--- src/rtl/fir_mac_seq.sv ---
// fir_mac_seq: sequential FIR MAC stage; one shared multiplier walks TAPS taps per accepted sample.
// Optional build macro FIR_MAC_SAT_EN: out_data = sat_DW(acc >>> (CW-1)), sign-extended to OW.
module fir_mac_seq #(
    parameter int TAPS = 4,
    parameter int DW   = 8,
    parameter int CW   = 8,
    parameter int OW   = 18
) (
    input  logic                 clk,
    input  logic                 rst,
    input  logic [TAPS*CW-1:0]   coef,
    input  logic [DW-1:0]        in_data,
    input  logic                 in_valid,
    output logic                 in_ready,
    output logic [OW-1:0]        out_data,
    output logic                 out_valid,
    input  logic                 out_ready
);
    localparam int IW = (TAPS > 1) ? $clog2(TAPS) : 1;
    localparam int PW = DW + CW;

    typedef enum logic [1:0] {
        IDLE,
        MAC,
        OUT
    } state_t;

    state_t                 state_reg;
    logic signed [DW-1:0]   tap_reg  [TAPS];
    logic signed [CW-1:0]   creg_reg [TAPS];
    logic signed [CW-1:0]   coef_word [TAPS];
    logic signed [OW-1:0]   acc_reg;
    logic signed [OW-1:0]   acc_next;
    logic signed [OW-1:0]   out_data_reg;
    logic signed [OW-1:0]   result;
    logic [IW-1:0]          idx_reg;
    logic signed [PW-1:0]   prod;

    generate
        for (genvar gi = 0; gi < TAPS; gi++) begin : g_coef
            assign coef_word[gi] = coef[gi*CW +: CW];
        end
    endgenerate

    assign prod     = tap_reg[idx_reg] * creg_reg[idx_reg];
    assign acc_next = acc_reg + {{(OW-PW){prod[PW-1]}}, prod};

`ifdef FIR_MAC_SAT_EN
    localparam logic signed [OW-1:0] SAT_MAX = OW'((1 << (DW-1)) - 1);
    localparam logic signed [OW-1:0] SAT_MIN = ~SAT_MAX;
    logic signed [OW-1:0] scaled;

    // Coefficients are Q1.(CW-1): drop the fractional bits before clamping.
    always_comb begin
        scaled = acc_next >>> (CW-1);
        result = scaled;
        if (scaled > SAT_MAX) begin
            result = SAT_MAX;
        end else if (scaled < SAT_MIN) begin
            result = SAT_MIN;
        end
    end
`else
    assign result = acc_next;
`endif

    always_ff @(posedge clk or negedge rst) begin
        if (!rst) begin
            state_reg    <= IDLE;
            acc_reg      <= '0;
            idx_reg      <= '0;
            out_data_reg <= '0;
            for (int k = 0; k < TAPS; k++) begin
                tap_reg[k]  <= '0;
                creg_reg[k] <= '0;
            end
        end else begin
            case (state_reg)
                IDLE: begin
                    if (in_valid) begin
                        tap_reg[0] <= in_data;
                        for (int k = 1; k < TAPS; k++) begin
                            tap_reg[k] <= tap_reg[k-1];
                        end
                        for (int k = 0; k < TAPS; k++) begin
                            creg_reg[k] <= coef_word[k];
                        end
                        acc_reg   <= '0;
                        idx_reg   <= '0;
                        state_reg <= MAC;
                    end
                end
                MAC: begin
                    acc_reg <= acc_next;
                    idx_reg <= idx_reg + 1'b1;
                    if (idx_reg == IW'(TAPS-1)) begin
                        out_data_reg <= result;
                        state_reg    <= OUT;
                    end
                end
                OUT: begin
                    if (out_ready) begin
                        state_reg <= IDLE;
                    end
                end
                default: state_reg <= IDLE;
            endcase
        end
    end

    assign in_ready  = (state_reg == IDLE);
    assign out_valid = (state_reg == OUT);
    assign out_data  = out_data_reg;

endmodule

--- config.mk ---
export PLATFORM = sky130hd
export DESIGN_NAME = fir_mac_seq
export DESIGN_NICKNAME = d
export VERILOG_FILES = /design/src/rtl/fir_mac_seq.sv
export SDC_FILE = /design/constraint.sdc
export NUM_CORES = 1
export LEC_CHECK = 0
export BUFFER_PORTS_ARGS = -buffer_cell sky130_fd_sc_hd__buf_4
export CORE_UTILIZATION = 53
export CTS_CLUSTER_SIZE = 40
export DETAILED_ROUTE_END_ITERATION = 10
export GPL_ROUTABILITY_DRIVEN = 0
export PLACE_DENSITY_LB_ADDON = 0.25
export SETUP_SLACK_MARGIN = 0.5
export SLEW_MARGIN = 25
export SYNTH_ARGS = -nofsm -noshare
export SYNTH_HDL_FRONTEND = slang
export SYNTH_SLANG_ARGS = --single-unit
--- constraint.sdc ---
create_clock -name clk -period 9.71 [get_ports clk]
set_input_delay 0.971 -clock clk [delete_from_list [all_inputs] [get_ports clk]]
set_output_delay 0.971 -clock clk [all_outputs]
set_load 0.005 [all_outputs]
==> metrics.yaml, run 1 <==
yosys:
  async_reset_ff_frac: 1.00
  synth_area_per_cell_um2: 9.18
  seq_area_frac_synth: 0.345
  ys_types: 43
  synth_ff_type: "dfrtp_1"
  syn_nets: 970
  ys_ff_latch: 104
  syn_inst: 823
  synth_area_um2: 7550
  synth-edff-count: 0
  yosysWarnings: 0
grt:
  gr-usage-all-layers: 0.224
  grt_pass1_vias: 5373
  overflow: 0
  grt_max_degree: 84
  grt_pass1_wl_mm: 25.9
  antenna_found_initial: 0
setup_path:
  cp-start-kind: "register"
  path_class: "register to register"
  arrival_ns: 7.77
  worstPathRequired_ns: 9.93
  critPathMaxFanout: 19
  endpoint_kind: "register"
clock_network:
  cts_root_buffer: "clkbuf_16"
  holdBufCountCts: 0
  cts_tree: "done"
  clock_latency_ns: 0.36
  clock-sinks: 104
  cts_max_path_buffers: 2
  cts_buffers: 9
  clkTransAtPathRegs_ns: 0.07
  cts_max_level: 3
  cts_setup_buffers: 0
  cts_resized: 0
sta:
  setup_viol_count_final: 0
  hold_viol_final: 0
  hold_ws_ns: 0.472
  rsz0062_at_grt: "false"
  worstMarginPinSlew_ns: 0.923
  skew_ns: 0.00887
  setup-tns-final_ns: 0
  timing.slew.headroom: 0.385
  drv_slew: 0
  fin_crit_sh: 0.778
  min_period_ns: 7.55
  maxClockFrequency_ghz: 0.132
drt:
  drt_iter0_markers: 262
  wl_per_cell_um: 14.1
  drcViolationCount: 0
  avgViaCountPerCell: 5.12
  via_count: 5408
  antenna_left: 0
  routed_wl_mm: 14.9
  dr.pass1.iters: 4
worst_hold_path:
  hp-class: "register to register"
final_layout:
  drive_gt1_frac: 0.130
  final_nets: 1019
  area_growth_pct: 12.3
  diodes: 0
placement:
  port_buffers: 63
  dp_hpwl_mm: 10.9
floorplanning:
  die_h_um: 121
  chipWidth_um: 121
  rows: 43
  initial_core_util: 0.544
  boundaryPins: 64
  core_area_um2: 13900
  die_area_um2: 14700
flow_run:
  maxCapViolCount: 0
outcome:
  status: "complete, no violations"
-- cell usage in the layout, fill, tap and decap left out, drive strengths merged --
cell	n
xor2	13
nand2b	6
ha	47
nand4	3
nor3b	1
a21oi	16
mux2i	1
a2111oi	1
mux2	2
nor3	1
xnor2	20
a22o	1
o41ai	2
or2	2
o21ai	50
nor2b	2
clkbuf	9
clkinv	4
a21o	9
o21bai	4
buf	66
dfrtp	104
a21boi	1
inv	100
mux4	15
fa	56
a221oi	2
or3	1
and2	47
nand3	24
nor2	17
a31oi	4
o21a	3
o211ai	3
a211oi	2
nand2	238
-- final cells by class --
class | instances | area, um^2
fillers | 1236 | 5400
clock inverters | 7 | 83.8
well taps | 180 | 225
inverters | 97 | 364
multi-input cells | 594 | 4490
flip-flops and latches | 104 | 2600
repair buffers | 66 | 495
clock buffers | 9 | 225
-- kinds of logic (layout without fill, tap and decap cells) --
| logic type | after synthesis | in the layout | synth area share |
|---|---|---|---|
| xor gates and xnor gates | 33 | 33 | 0.0383 |
| and+or+nand+nor | 342 | 342 | 0.195 |
| AOI/OAI and AO/OA | 98 | 98 | 0.0843 |
| DFF | 104 | 104 | 0.345 |
| buffers and inverters | 125 | 179 | 0.0625 |
| adders and majority gates | 103 | 103 | 0.226 |
| muxes | 18 | 18 | 0.0490 |
-- through the flow --
step	utilization	worst slack, ns	instances	area (um^2)
detailed placement	0.589	2.13	1041	8170
global route	0.611	1.65	1057	8480
CTS	0.611	2.06	1057	8480
global placement	0.589	2.26	1041	8170
floorplan	-	2.87	823	7550
finish	0.611	2.16	1057	8480
-- worst max-delay path, stage by stage (launching register included) --
cell and delay, ns:
dfrtp_1 0.85, mux2_2 0.41, o21ai_1 0.60, or2_2 0.25, fa_1 0.41, fa_1 0.55
inv_1 0.06, fa_1 0.54, inv_1 0.06, fa_1 0.52, inv_1 0.04, ha_1 0.34
a21o_1 0.19, a21oi_2 0.16, nand2_1 0.08, and2_1 0.17, o21a_1 0.16, nor2_1 0.11
xnor2_1 0.14, ha_1 0.31, o21ai_1 0.19, o21bai_2 0.11, a2111oi_4 0.34, o21bai_1 0.11
a31oi_2 0.17, xor2_1 0.29, xor2_1 0.18, o21ai_1 0.07
-- cells in the mapped netlist, types with 3 or more instances --
master    number  area (um^2)
nand2_1      238          893
dfrtp_1      104         2600
inv_1         97          364
fa_1          56         1120
ha_1          47          588
and2_1        46          288
o21ai_1       27          135
nand3_1       24          120
o21ai_0       23          115
clkbuf_1      20         75.1
xnor2_1       20          175
nor2_1        17         63.8
mux4_2        15          338
a21oi_1       13         65.1
xor2_1        13          114
a21o_1         9         67.6
buf_1          6         22.5
nand2b_1       6         37.5
a21oi_2        3         26.3
a31oi_1        3         18.8
nand4_1        3         18.8
o211ai_1       3         22.5
o21a_1         3         22.5
o21bai_1       3         22.5
-- routing by layer --
layer  GRT usage  share of wire  up-vias
li1            -              -     2714
met1       0.304           0.47     2584
met2       0.366           0.48       91
met3      0.0390          0.031       19
met4      0.0656          0.016        0
met5           0              0        -
-- final timing paths --
path	to	slack (ns)	cells past startpoint	startpoint
worst max-delay path	out_data[17]	2.16	27	idx_reg[1]
worst min-delay path	tap_reg[0]	0.47	2	tap_reg[0]
worst max register to register	out_data[17]	2.16	27	idx_reg[1]
worst min register to register	tap_reg[0]	0.47	2	tap_reg[0]
max in group asynchronous	idx_reg[0]	7.88	2	rst
min in group asynchronous	acc_reg[9]	0.53	1	rst
Power of run 1 is left out: the tool's default activity adds up to more than one toggle a clock period on the data nets, which glitch-free logic cannot reach.
==> run 2, diff against run 1 <==
Clock period 9.71 ns to 6.5 ns, I/O delays scaled along.
==> run 2 against run 1 <==
  * The flow now finishes with violations (negative setup slack)
  * Final cell count is 5.8% higher
  * Fmax up 12%
  * Sequential share of layout area shrank 3.0 points
  * Clock skew grew 0.0013 ns
  * Die area unchanged
  * Worst hold slack worse by 0.23 ns
  * Flip-flop and latch count is the same
  * Register-to-register slack worse by 2.4 ns
  * First-iteration DRC count is 66% higher
  * Critical path depth up 3
  * Highest routed layer unchanged
==> metrics.yaml, run 2 (synthesis gave the netlist of run 1 again) <==
grt:
  gr-usage-all-layers: 0.239  # was 0.224
  overflow: 0  # unchanged
  grt_pass1_vias: 5747  # was 5373
  grt_pass1_wl_mm: 27.7  # was 25.9 mm
  antenna_found_initial: 0  # unchanged
  grt_max_degree: 84  # unchanged
sta:
  drv_slew: 0  # unchanged
  setup_viol_count_final: 7  # was 0
  timing.slew.headroom: 0.425  # was 0.385
  setup_ws_ns: -0.232  # was 2.16 ns
  setup-tns-final_ns: -0.829  # was 0 ns
  maxClockFrequency_ghz: 0.149  # was 0.132 GHz
  hold_viol_final: 0  # unchanged
  fin_crit_sh: 1.04  # was 0.778
  worstMarginPinSlew_ns: 0.862  # was 0.923 ns
  rsz0062_at_grt: "true"  # was false
  skew_ns: 0.0102  # was 0.00887 ns
  min_period_ns: 6.73  # was 7.55 ns
drt:
  via_count: 5831  # was 5408
  antenna_left: 0  # unchanged
  drt_iter0_markers: 434  # was 262
  avgViaCountPerCell: 5.22  # was 5.12
  wl_per_cell_um: 14.9  # was 14.1 um
  routed_wl_mm: 16.7  # was 14.9 mm
  drcViolationCount: 0  # unchanged
  dr.pass1.iters: 4  # unchanged
setup_path:
  critPathMaxFanout: 6  # was 19
  cpPeakStageDelay_ns: 0.56  # was 0.85 ns
  r2r-start: "idx_reg[0]"  # was idx_reg[1]
  crit_slowest_cell: "mux4_2"  # was dfrtp_1
  crit_family: "adder cells"  # unchanged
  path_class: "register to register"  # unchanged
  cpMostUsedCell: "fa_1"  # unchanged
  startpoint: "idx_reg[0]"  # was idx_reg[1]
  arrival_ns: 6.95  # was 7.77 ns
  endpoint_kind: "register"  # unchanged
  worstPathRequired_ns: 6.72  # was 9.93 ns
  critPathBufInv: 8  # was 3
  cp-start-kind: "register"  # unchanged
clock_network:
  cts_buffers: 9  # unchanged
  cts_root_buffer: "clkbuf_16"  # unchanged
  clock_latency_ns: 0.36  # about the same
  cts_tree: "done"  # unchanged
  cts_max_path_buffers: 2  # unchanged
  clkTransAtPathRegs_ns: 0.07  # about the same
  cts_max_level: 3  # unchanged
  holdBufCountCts: 0  # unchanged
  clock-sinks: 104  # unchanged
floorplanning:
  die_h_um: 121  # unchanged
  rows: 43  # unchanged
  boundaryPins: 64  # unchanged
  initial_core_util: 0.544  # unchanged
  core_area_um2: 13900  # unchanged
  chipWidth_um: 121  # unchanged
  die_area_um2: 14700  # unchanged
placement:
  dp_hpwl_mm: 11.4  # was 10.9 mm
  port_buffers: 63  # unchanged
  dpl-instance-area_um2: 8480  # was 8170 um^2
final_layout:
  area_growth_pct: 24.5  # was 12.3%
  diodes: 0  # unchanged
  drive_gt1_frac: 0.248  # was 0.130
  fill_cells: 1079  # was 1236
  layout_commonest_cell: "nand2_1"  # unchanged
  stdcell_area_um2: 9400  # was 8480 um^2
  final_nets: 1082  # was 1019
  final_cell_mix: "nand2_1, buf_4, dfrtp_1, inv_1, fa_1"  # was nand2_1, dfrtp_1, inv_1, buf_4, fa_1
worst_hold_path:
  hp-class: "primary input to asynchronous set/reset pin"  # was register to register
outcome:
  violations: "negative setup slack"
  status: "finished, violations left"  # was complete, no violations
flow_run:
  maxCapViolCount: 0  # unchanged
==> run 2: metal layers <==
metal / vias up / wire (um) / track usage
li1: 2825 / - / -
met1: 2840 / 7530 / 0.335
met2: 142 / 8220 / 0.384
met3: 24 / 623 / 0.0348
met4: 0 / 308 / 0.0764
met5: - / 0 / 0
==> run 2: area by class of cell <==
cell class | count | area [um^2] | area share
timing repair buffer | 129 | 1090 | 0.116
clock buffer | 10 | 229 | 0.0244
multi-input combinational | 594 | 4840 | 0.515
clock inverter | 4 | 55.1 | 0.00586
sequential | 104 | 2600 | 0.277
tap | 180 | 225 | 0.0240
inverter | 97 | 364 | 0.0387
==> run 2: per-stage QoR <==
| step | instances | hold slack (ns) | util | setup WS (ns) |
|---|---|---|---|---|
| 4_1_cts | 1110 | 0.254 | 0.659 | 0.0115 |
| 6_report | 1118 | 0.242 | 0.677 | -0.232 |
| 2_1_floorplan | 823 | 0.354 | - | 0.142 |
| 3_3_place_gp | 1076 | 0.453 | 0.611 | 0.0351 |
| 3_5_place_dp | 1076 | 0.459 | 0.611 | -0.0796 |
| 5_1_grt | 1118 | 0.280 | 0.677 | -0.499 |
==> run 2: final timing paths <==
check                          endpoint  slack [ns]  cells past startpoint
setup / recovery           out_data[16]       -0.23                     30
hold / removal             out_data[11]        0.24                      1
min in group clk           creg_reg[12]        0.47                      2
max in group asynchronous    idx_reg[0]        4.99                      2
hold reg to reg            creg_reg[12]        0.47                      2
setup reg to reg           out_data[16]       -0.23                     30
==> run 2: timing repair <==
item | CTS | global route
cloned | 2 | 0
buffers inserted | 18 | 8
pin swaps | 45 | 27
setup endpoints to repair | 12 | 18
resized for setup | 44 | 35
Power of run 2 is left out for the same reason.
